**config.mk**
```make
export PLATFORM = sky130hd
export DESIGN_NAME = audio_pwm_multi
export DESIGN_NICKNAME = d
export VERILOG_FILES = /design/src/rtl/audio_pwm_multi.sv
export SDC_FILE = /design/constraint.sdc
export NUM_CORES = 1
export LEC_CHECK = 0
export CORE_MARGIN = 2
export CORE_UTILIZATION = 50
export CTS_CLUSTER_DIAMETER = 150
export DETAILED_ROUTE_END_ITERATION = 10
export PLACE_DENSITY = 0.7
export SYNTH_ARGS = -nofsm -noshare
export SYNTH_HDL_FRONTEND = slang
export SYNTH_SLANG_ARGS = --single-unit
```
**constraint.sdc**
```tcl
create_clock -name clk -period 2.46 [get_ports clk]
set_input_delay 0.738 -clock clk [delete_from_list [all_inputs] [get_ports clk]]
set_output_delay 0.738 -clock clk [all_outputs]
set_load 0.1 [all_outputs]
```
**src/rtl/audio_pwm_multi.sv**
```systemverilog
// Multi-channel audio DAC front end. One frame of CHANNELS unsigned samples is taken per carrier
// period through a one-deep buffer. Each channel drives a registered 1-bit output in
// edge-aligned PWM or first-order sigma-delta (PDM) mode.
module audio_pwm_multi #(
  parameter int unsigned CHANNELS = 2,
  parameter int unsigned WIDTH    = 8
) (
  input  logic                      clk,
  input  logic                      rst,
  input  logic                      enable,
  input  logic                      mode,
  input  logic                      in_valid,
  output logic                      in_ready,
  input  logic [CHANNELS*WIDTH-1:0] in_data,
  input  logic                      underrun_clr,
  output logic                      underrun,
  output logic [CHANNELS-1:0]       pwm
);

  localparam logic [WIDTH-1:0] cnt_max  = '1;
  localparam logic [WIDTH-1:0] midscale = {1'b1, {(WIDTH-1){1'b0}}};

  logic [WIDTH-1:0]          cnt;
  logic                      pend_full;
  logic [CHANNELS*WIDTH-1:0] pending;
  logic [WIDTH-1:0]          active [CHANNELS];
  logic [WIDTH-1:0]          acc    [CHANNELS];
  logic                      mode_q;
  logic                      boundary;
  logic                      accept;
  logic [WIDTH:0]            sum    [CHANNELS];

  // Period boundary, handshake and per-channel accumulator sums.
  always_comb begin
    boundary = enable && (cnt == cnt_max);
    in_ready = !pend_full;
    accept   = in_valid && !pend_full;
    for (int i = 0; i < CHANNELS; i++) begin
      sum[i] = {1'b0, acc[i]} + {1'b0, active[i]};
    end
  end

  // Carrier counter; held at zero while disabled.
  always_ff @(posedge clk or posedge rst) begin
    if (rst) begin
      cnt <= '0;
    end else if (enable) begin
      cnt <= cnt + 1'b1;
    end else begin
      cnt <= '0;
    end
  end

  // One-frame input buffer and transfer into the active samples at the boundary.
  // A frame accepted on a boundary cycle stays pending for a full period, since the
  // transfer only looks at the pre-edge pend_full.
  always_ff @(posedge clk or posedge rst) begin
    if (rst) begin
      pend_full <= 1'b0;
      pending   <= '0;
      for (int i = 0; i < CHANNELS; i++) begin
        active[i] <= midscale;
      end
    end else if (boundary && pend_full) begin
      pend_full <= 1'b0;
      for (int i = 0; i < CHANNELS; i++) begin
        active[i] <= pending[i*WIDTH +: WIDTH];
      end
    end else if (accept) begin
      pending   <= in_data;
      pend_full <= 1'b1;
    end
  end

  // Sticky underrun flag; a set on the same cycle as a clear takes priority.
  always_ff @(posedge clk or posedge rst) begin
    if (rst) begin
      underrun <= 1'b0;
    end else if (boundary && !pend_full) begin
      underrun <= 1'b1;
    end else if (underrun_clr) begin
      underrun <= 1'b0;
    end
  end

  // Output generation, mode latch at the boundary and accumulator clear on a mode change.
  always_ff @(posedge clk or posedge rst) begin
    if (rst) begin
      pwm    <= '0;
      mode_q <= 1'b0;
      for (int i = 0; i < CHANNELS; i++) begin
        acc[i] <= '0;
      end
    end else if (!enable) begin
      pwm <= '0;
    end else begin
      for (int i = 0; i < CHANNELS; i++) begin
        if (mode_q) begin
          pwm[i] <= sum[i][WIDTH];
          acc[i] <= sum[i][WIDTH-1:0];
        end else begin
          pwm[i] <= (cnt < active[i]);
        end
      end
      if (boundary) begin
        mode_q <= mode;
        // Later assignment overrides the accumulator update above.
        if (mode != mode_q) begin
          for (int i = 0; i < CHANNELS; i++) begin
            acc[i] <= '0;
          end
        end
      end
    end
  end

endmodule

```
Yosys cells after proc, flatten, opt, wreduce, memory -nomap -nowiden
Cells that the tools add are included.
{"block": "op_classes", "n_lt_le_gt_ge": 2, "n_reduce_logical": 9, "n_mux": 12, "bitwise_logic": 1, "n_eq_ne": 2, "addsub": 3}
{"operator": "2-to-1 mux 16 bit", "count": 2}
{"operator": "2-to-1 mux 8 bit", "count": 3}
{"operator": "adder 8 x 8 -> 9 bit", "count": 2}
{"operator": "< comparator 8 bit", "count": 2}
{"operator": "adder 8 x 1 -> 8 bit, second input constant", "count": 1}
{"operator": "equality test 8 bit, second input constant", "count": 1}
{"operator": "2-to-1 mux 1 bit", "count": 6}
{"operator": "logical AND 1 bit", "count": 4}
{"operator": "AND reduction 2 bit", "count": 2}
{"operator": "nonzero test 2 bit", "count": 2}
{"operator": "2-to-1 mux 2 bit", "count": 1}
{"operator": "logical NOT 1 bit", "count": 1}
{"operator": "inequality test 1 bit", "count": 1}
{"operator": "NOT 1 bit", "count": 1}
{"block": "totals", "register_bits": 61, "input_bits": 22}

Longest topological paths before layout
Gate-level depths: netlist (run 1).
{"block": "depth", "depth_word": 5, "depth_mapped": 7, "depth_no_buf": 6}

Least setup slack after synthesis (run 1)
OpenSTA, ideal clock, no wires.
{"block": "synth_timing", "path_type": "register -> register", "start": "register active[8] (netlist bit)", "end": "register pwm[0]", "t_arrival_ps": 1786, "period_less_slack_ps": 1920, "slack_ps": 540, "setup_ps": 134, "path_stages_with_launch": 7, "cell_sequence": "dfrtp_1 ha_1 fa_1 a211oi_1 o21ai_0 a211oi_1 o32ai_1"}
{"block": "synth_via", "elab_chain_cells": 3}
{"element": "start, declared", "line": "26", "rtl": "logic [WIDTH-1:0] active [CHANNELS];"}
{"element": "start signal, assigned by index", "line": "62", "rtl": "active[i] <= midscale;"}
{"element": "start signal, assigned by index", "line": "67", "rtl": "active[i] <= pending[i*WIDTH +: WIDTH];"}
{"element": "adder 8 x 8 -> 9 bit or < comparator 8 bit (tied branches)", "line": "39, 102"}
{"element": "2-to-1 mux 1 bit (*)", "line": "98", "rtl": "if (mode_q) begin"}
{"element": "2-to-1 mux 2 bit (*)", "line": "94", "rtl": "end else if (!enable) begin"}
{"element": "end signal, assigned by index", "line": "99", "rtl": "pwm[i] <= sum[i][WIDTH];"}
{"element": "end signal, assigned by index", "line": "102", "rtl": "pwm[i] <= (cnt < active[i]);"}
{"element": "end, declared", "line": "17", "rtl": "output logic [CHANNELS-1:0] pwm"}
Mark *: on every way between the ends. The rest lies on a longest branch, timed or not.
A chain may end at the register's enable or synchronous reset.

Final worst setup path (run 1)
Same ends and word-level chain as after synthesis.

==> results.sh, run 1 <==
export IMPL_die_area_sq_um=7477
export IMPL_syn_area_per_cell_sq_um=11.22
export IMPL_rsz0062_at_grt="false"
export IMPL_antenna_diode_count=0
export IMPL_status="finished clean"
export IMPL_place_inst=407
export IMPL_yosysSeqAreaShare=0.4496
export IMPL_cts_repair_resized=0
export IMPL_crit_arrival_ps=2410
export IMPL_grt_first_pass_wirelength_microns=12100
export IMPL_finalClockSkew_ps=10.86
export IMPL_worstPathRequired_ps=2660
export IMPL_grt_overflow_total=0
export IMPL_io_pins=26
export IMPL_drc_errors=0
export IMPL_synth_edff_count=0
export IMPL_synth_area_top_cells="dfrtp_1, ha_1, mux2_2, mux2_4, a21oi_1"
export IMPL_hp_class="flop to flop"
export IMPL_grt_use_total=0.2100
export IMPL_yosysMostFrequentCell="dfrtp_1"
export IMPL_slew_headroom=0.5462
export IMPL_initial_core_util=0.5090
export IMPL_area_growth_pct=17.88
export IMPL_ys_top_cells_by_count="dfrtp_1, ha_1, mux2_2"
export IMPL_design_power_total_mw=2.242
export IMPL_h_tree_depth=3
export IMPL_worst_slew_pin_slew_ps=671.9
export IMPL_dp_hpwl_microns=5209
export IMPL_syn_inst=303
export IMPL_clockBufferDepth=2
export IMPL_drt_initial_drc_count=135
export IMPL_vias=2480
export IMPL_ys_warnings_count=0
export IMPL_final_nets=393
export IMPL_via_per_inst=5.877
export IMPL_rows=30
export IMPL_fin_ws_ps=251.6
export IMPL_drt_first_pass_iters=4
export IMPL_finalCritPeriodShare=0.8977
export IMPL_antenna_found_initial=0
export IMPL_drive_above_1_share=0.2047
export IMPL_io_buffers=25
export IMPL_fmax_mhz=452.8
export IMPL_critPathMaxFanout=3
export IMPL_maxCapViolCount=0
export IMPL_drv_slew=0
export IMPL_grt_pass1_vias=2494
export IMPL_crit_family="compound AO/OA/AOI/OAI gates"
export IMPL_routedWlPerCell_microns=16.23
export IMPL_min_period_ps=2208
export IMPL_coreArea_sq_um=6681
export IMPL_cts_buffers_inserted=9
export IMPL_cts_root_buf="clkbuf_8"
export IMPL_critPathKind="flop to flop"
export IMPL_grt_max_degree=23
export IMPL_clk_pin_slew_ps=70
export IMPL_cts_tree="done"
export IMPL_synth_main_ff_cell="dfrtp_1"
export IMPL_cp_end_kind="flop"
export IMPL_mappedNetlistNets=358
export IMPL_cts_setup_buffers=0
export IMPL_max_vdd_ir_drop_v=0.0005574
export IMPL_instances_no_fill=422
export IMPL_synth_seq_cells=61
export IMPL_die_width_microns=86.47
export IMPL_crit_buf_inv=0
export IMPL_drtAntennaViolNets=0
export IMPL_fin_tns_setup_ps=0
export IMPL_slowest_delay_ps=440
export IMPL_path_cells="ha_1 -> fa_1 -> a211oi_1 -> o21ai_0 -> a211oi_1 -> o32ai_1"
export IMPL_cts_sinks=61
export IMPL_die_height_microns=86.47
export IMPL_power_density_nw_per_um2=559.3
export IMPL_place_ws_ps=106.0
export IMPL_yosysTopAreaCell="dfrtp_1"
export IMPL_fillers=563
export IMPL_hold_violations=0
export IMPL_cts_hold_buf=0
export IMPL_whs_ps=503.2
export IMPL_gp_congestion=0.8519
export IMPL_slowest_stage="dfrtp_1"
export IMPL_insertion_delay_ps=340
export IMPL_setup_viol=0
export IMPL_routed_wl_microns=6850
export IMPL_synthArstFlopShare=1.000
export IMPL_crit_path_start_kind="flop"
export IMPL_cpMostUsedCell="a211oi_1"
export IMPL_p_leak_nw=1.965
export IMPL_syn_area_sq_um=3401
export IMPL_synth_top_area_share=0.4341
export IMPL_ys_types=45
==> worst paths after layout <==
path                             from  slack, ps  depth (start not counted)          to
max in group asynchronous         rst       1150                          3  active[15]
hold reg to reg            pending[4]        500                          1  active[12]
setup / recovery            active[8]        250                          6      pwm[0]
hold / removal             pending[4]        500                          1  active[12]
min in group asynchronous         rst        750                          2  pending[5]
setup reg to reg            active[8]        250                          6      pwm[0]
==> cell type report <==
cell class | instances | area, sq um | area share
Clock inverter | 3 | 67.56 | 0.01685
Timing Repair Buffer | 33 | 325.3 | 0.08115
Tap cell | 80 | 100.1 | 0.02497
Sequential cell | 61 | 1529 | 0.3814
Multi-Input combinational cell | 215 | 1754 | 0.4376
Inverter | 18 | 67.56 | 0.01685
Clock buffer | 12 | 165.2 | 0.04120
==> state kept, by name (all words and copies together), names as in the netlist <==
signal     cells
pend_full      1
pending       16
cnt            8
pwm            2
mode_q         1
underrun       1
active        16
acc           16
==> cells by family after synthesis <==
kind of cell    Yosys count  share of synthesized area
fa+ha+maj                33                     0.1258
xor+xnor                 10                    0.02576
buf+inv                  27                    0.03458
simple gates             75                     0.1155
flops                    61                     0.4496
mux                      33                     0.1192
compound gates           64                     0.1295
==> cells in the final DEF, fill, tap and decap left out, drive strengths merged, types with 10 or more instances in the layout <==
cell            n
inv            18
mux2           33
nand2          23
a21oi          20
nor2           10
ha             31
nand3          11
buf            12
o21ai          10
dfrtp          59
clkbuf         12
clkdlybuf4s50  21
==> layer usage <==
metal	wire length (microns)	GRT usage
met5	0	0
met4	180	0.08381
met3	280	0.05143
met2	3246	0.3371
met1	3142	0.2740
==> per-stage QoR <==
step / area, sq um / util
finish: 4009 / 0.6000
global route: 4009 / 0.6000
CTS: 4009 / 0.6000
detailed placement: 3776 / 0.5652
global placement: 3776 / 0.5652
floorplan: 3401 / -
==> power by group <==
part           total, mW  switching, mW  internal (mW)  leakage (nW)
sequential          1.07         0.0249           1.04         0.811
combinational      0.148         0.0698         0.0779          1.04
clock               1.03          0.381          0.648         0.115
No activity file was read; power rests on OpenSTA's default activity.
==> inputs of run 2 (changes only) <==
--- a/config.mk
+++ b/config.mk
@@ -5,6 +5,7 @@
 export SDC_FILE = /design/constraint.sdc
 export NUM_CORES = 1
 export LEC_CHECK = 0
+export CAP_MARGIN = 10
 export CORE_MARGIN = 2
 export CORE_UTILIZATION = 50
 export CTS_CLUSTER_DIAMETER = 150
==> results of run 2 <==
The final DEF is identical to that of run 1; final timing and power are the same.
==> inputs of run 3 (changes only) <==
--- a/config.mk
+++ b/config.mk
@@ -10,7 +10,7 @@
 export CORE_UTILIZATION = 50
 export CTS_CLUSTER_DIAMETER = 150
 export DETAILED_ROUTE_END_ITERATION = 10
-export PLACE_DENSITY = 0.7
+export PLACE_DENSITY = 0.71
 export SYNTH_ARGS = -nofsm -noshare
 export SYNTH_HDL_FRONTEND = slang
 export SYNTH_SLANG_ARGS = --single-unit
==> run 3 against run 2 <==
  * Setup slack gained 21 ps
  * Global-route usage is 1.6 points lower
  * Power barely moved
  * Highest routed layer unchanged
  * Worst hold slack worse by 5.7 ps
  * Largest power group unchanged
  * First-iteration DRC count down 13%
  * Non-clock buffer count shrank 2
  * Critical path depth did not move
  * Clock-buffer cell count is 1 higher
==> results.sh, run 3 (synthesis results as in run 1) <==
export IMPL_p_leak_nw=1.951
export IMPL_drive_above_1_share=0.1994
export IMPL_io_pins=26
export IMPL_gp_congestion=0.8599
export IMPL_min_period_ps=2188
export IMPL_drv_slew=0
export IMPL_crit_buf_inv=0
export IMPL_status="finished clean"
export IMPL_fillers=566
export IMPL_critPathKind="flop to flop"
export IMPL_fmax_mhz=457.1
export IMPL_vias=2374
export IMPL_drc_errors=0
export IMPL_cts_setup_buffers=0
export IMPL_hp_class="flop to flop"
export IMPL_routed_wl_microns=6555
export IMPL_rsz0062_at_grt="false"
export IMPL_cts_root_buf="clkbuf_8"
export IMPL_drt_first_pass_iters=4
export IMPL_cts_buffers_inserted=9
export IMPL_slowest_stage="dfrtp_1"
export IMPL_design_power_total_mw=2.245
export IMPL_final_nets=391
export IMPL_area_growth_pct=17.18
export IMPL_place_area_sq_um=3749
export IMPL_slowest_delay_ps=440
export IMPL_cts_repair_resized=0
export IMPL_routedWlPerCell_microns=15.57
export IMPL_fin_tns_setup_ps=0
export IMPL_dp_hpwl_microns=4877
export IMPL_clockBufferDepth=2
export IMPL_critPathMaxFanout=3
export IMPL_insertion_delay_ps=330
export IMPL_die_area_sq_um=7477
export IMPL_antenna_diode_count=0
export IMPL_crit_path_start_kind="flop"
export IMPL_power_density_nw_per_um2=563.2
export IMPL_drt_initial_drc_count=117
export IMPL_place_ws_ps=119.1
export IMPL_clk_pin_slew_ps=70
export IMPL_cts_tree="done"
export IMPL_initial_core_util=0.5090
export IMPL_grt_use_total=0.1941
export IMPL_grt_first_pass_wirelength_microns=11300
export IMPL_setup_viol=0
export IMPL_hold_violations=0
export IMPL_crit_family="compound AO/OA/AOI/OAI gates"
export IMPL_io_buffers=25
export IMPL_crit_arrival_ps=2380
export IMPL_grt_pass1_vias=2314
export IMPL_grt_max_degree=62
export IMPL_via_per_inst=5.639
export IMPL_drtAntennaViolNets=0
export IMPL_coreArea_sq_um=6681
export IMPL_worstPathRequired_ps=2660
export IMPL_finalCritPeriodShare=0.8893
export IMPL_max_vdd_ir_drop_v=0.0004893
export IMPL_antenna_found_initial=0
export IMPL_path_cells="ha_1 -> fa_1 -> a211oi_1 -> o21ai_0 -> a211oi_1 -> o32ai_1"
export IMPL_reg_top3="acc: 16 flops, active: 16 flops, pending: 16 flops"
export IMPL_fin_ws_ps=272.2
export IMPL_layout_commonest_cell="dfrtp_1"
export IMPL_fin_area_sq_um=3985
export IMPL_final_cell_mix="dfrtp_1, ha_1, mux2_2"
export IMPL_die_height_microns=86.47
export IMPL_fin_util=0.5964
export IMPL_worst_slew_pin_slew_ps=666.8
export IMPL_cp_end_kind="flop"
export IMPL_grt_overflow_total=0
export IMPL_rows=30
export IMPL_slew_headroom=0.5496
export IMPL_h_tree_depth=3
export IMPL_cts_sinks=61
export IMPL_cts_hold_buf=0
export IMPL_die_width_microns=86.47
export IMPL_finalClockSkew_ps=8.736
export IMPL_maxCapViolCount=0
export IMPL_cpMostUsedCell="a211oi_1"
## run 3: cell types whose count changed in the layout (fill, tap and decap cells not counted), sizes merged
cell,change
buf,-2
clkbuf,+1
## run 3: cell type report
type	count	area [sq um]	share of cell area
clock buffers	13	168.9	0.04239
flip-flops and latches	61	1529	0.3837
multi-input cells	215	1754	0.4402
inverters	18	67.56	0.01695
well taps	80	100.1	0.02512
repair buffers	31	297.8	0.07473
clock inverters	3	67.56	0.01695
## run 3: worst paths after layout
| path | startpoint | end | slack (ps) | depth (start not counted) |
|---|---|---|---|---|
| setup / recovery | active[8] | pwm[0] | 270 | 6 |
| hold / removal | acc[14] | acc[14] | 500 | 2 |
| setup reg to reg | active[8] | pwm[0] | 270 | 6 |
| hold reg to reg | acc[14] | acc[14] | 500 | 2 |
| max in group asynchronous | rst | active[7] | 1350 | 3 |
| min in group asynchronous | rst | pending[4] | 800 | 3 |
## run 3: metal layers
layer	vias to the layer above	GRT usage	wire length [microns]
li1	1171	-	-
met1	1156	0.2776	3219
met2	41	0.3028	3067
met3	6	0.04286	215
met4	0	0.04688	53
met5	-	0	0
## run 3: tightest hold or removal path, cell delays in order, from the launching register on
cell     delay, ps
dfrtp_1        360
nand2_1         50
nand3_1         60
## run 3: metrics by stage
step                      instances  hold slack (ps)
after CTS                       421            499.1
after detailed placement        405            471.3
after floorplan                 303            453.0
final                           421            497.6
after global routing            421            514.9
after global placement          405            473.0
## run 3: power by group
part	total [mW]	switching (mW)	internal, mW
Clock	1.03	0.380	0.654
Combinational	0.144	0.0691	0.0750
Sequential	1.07	0.0250	1.04
Total	2.24	0.475	1.77
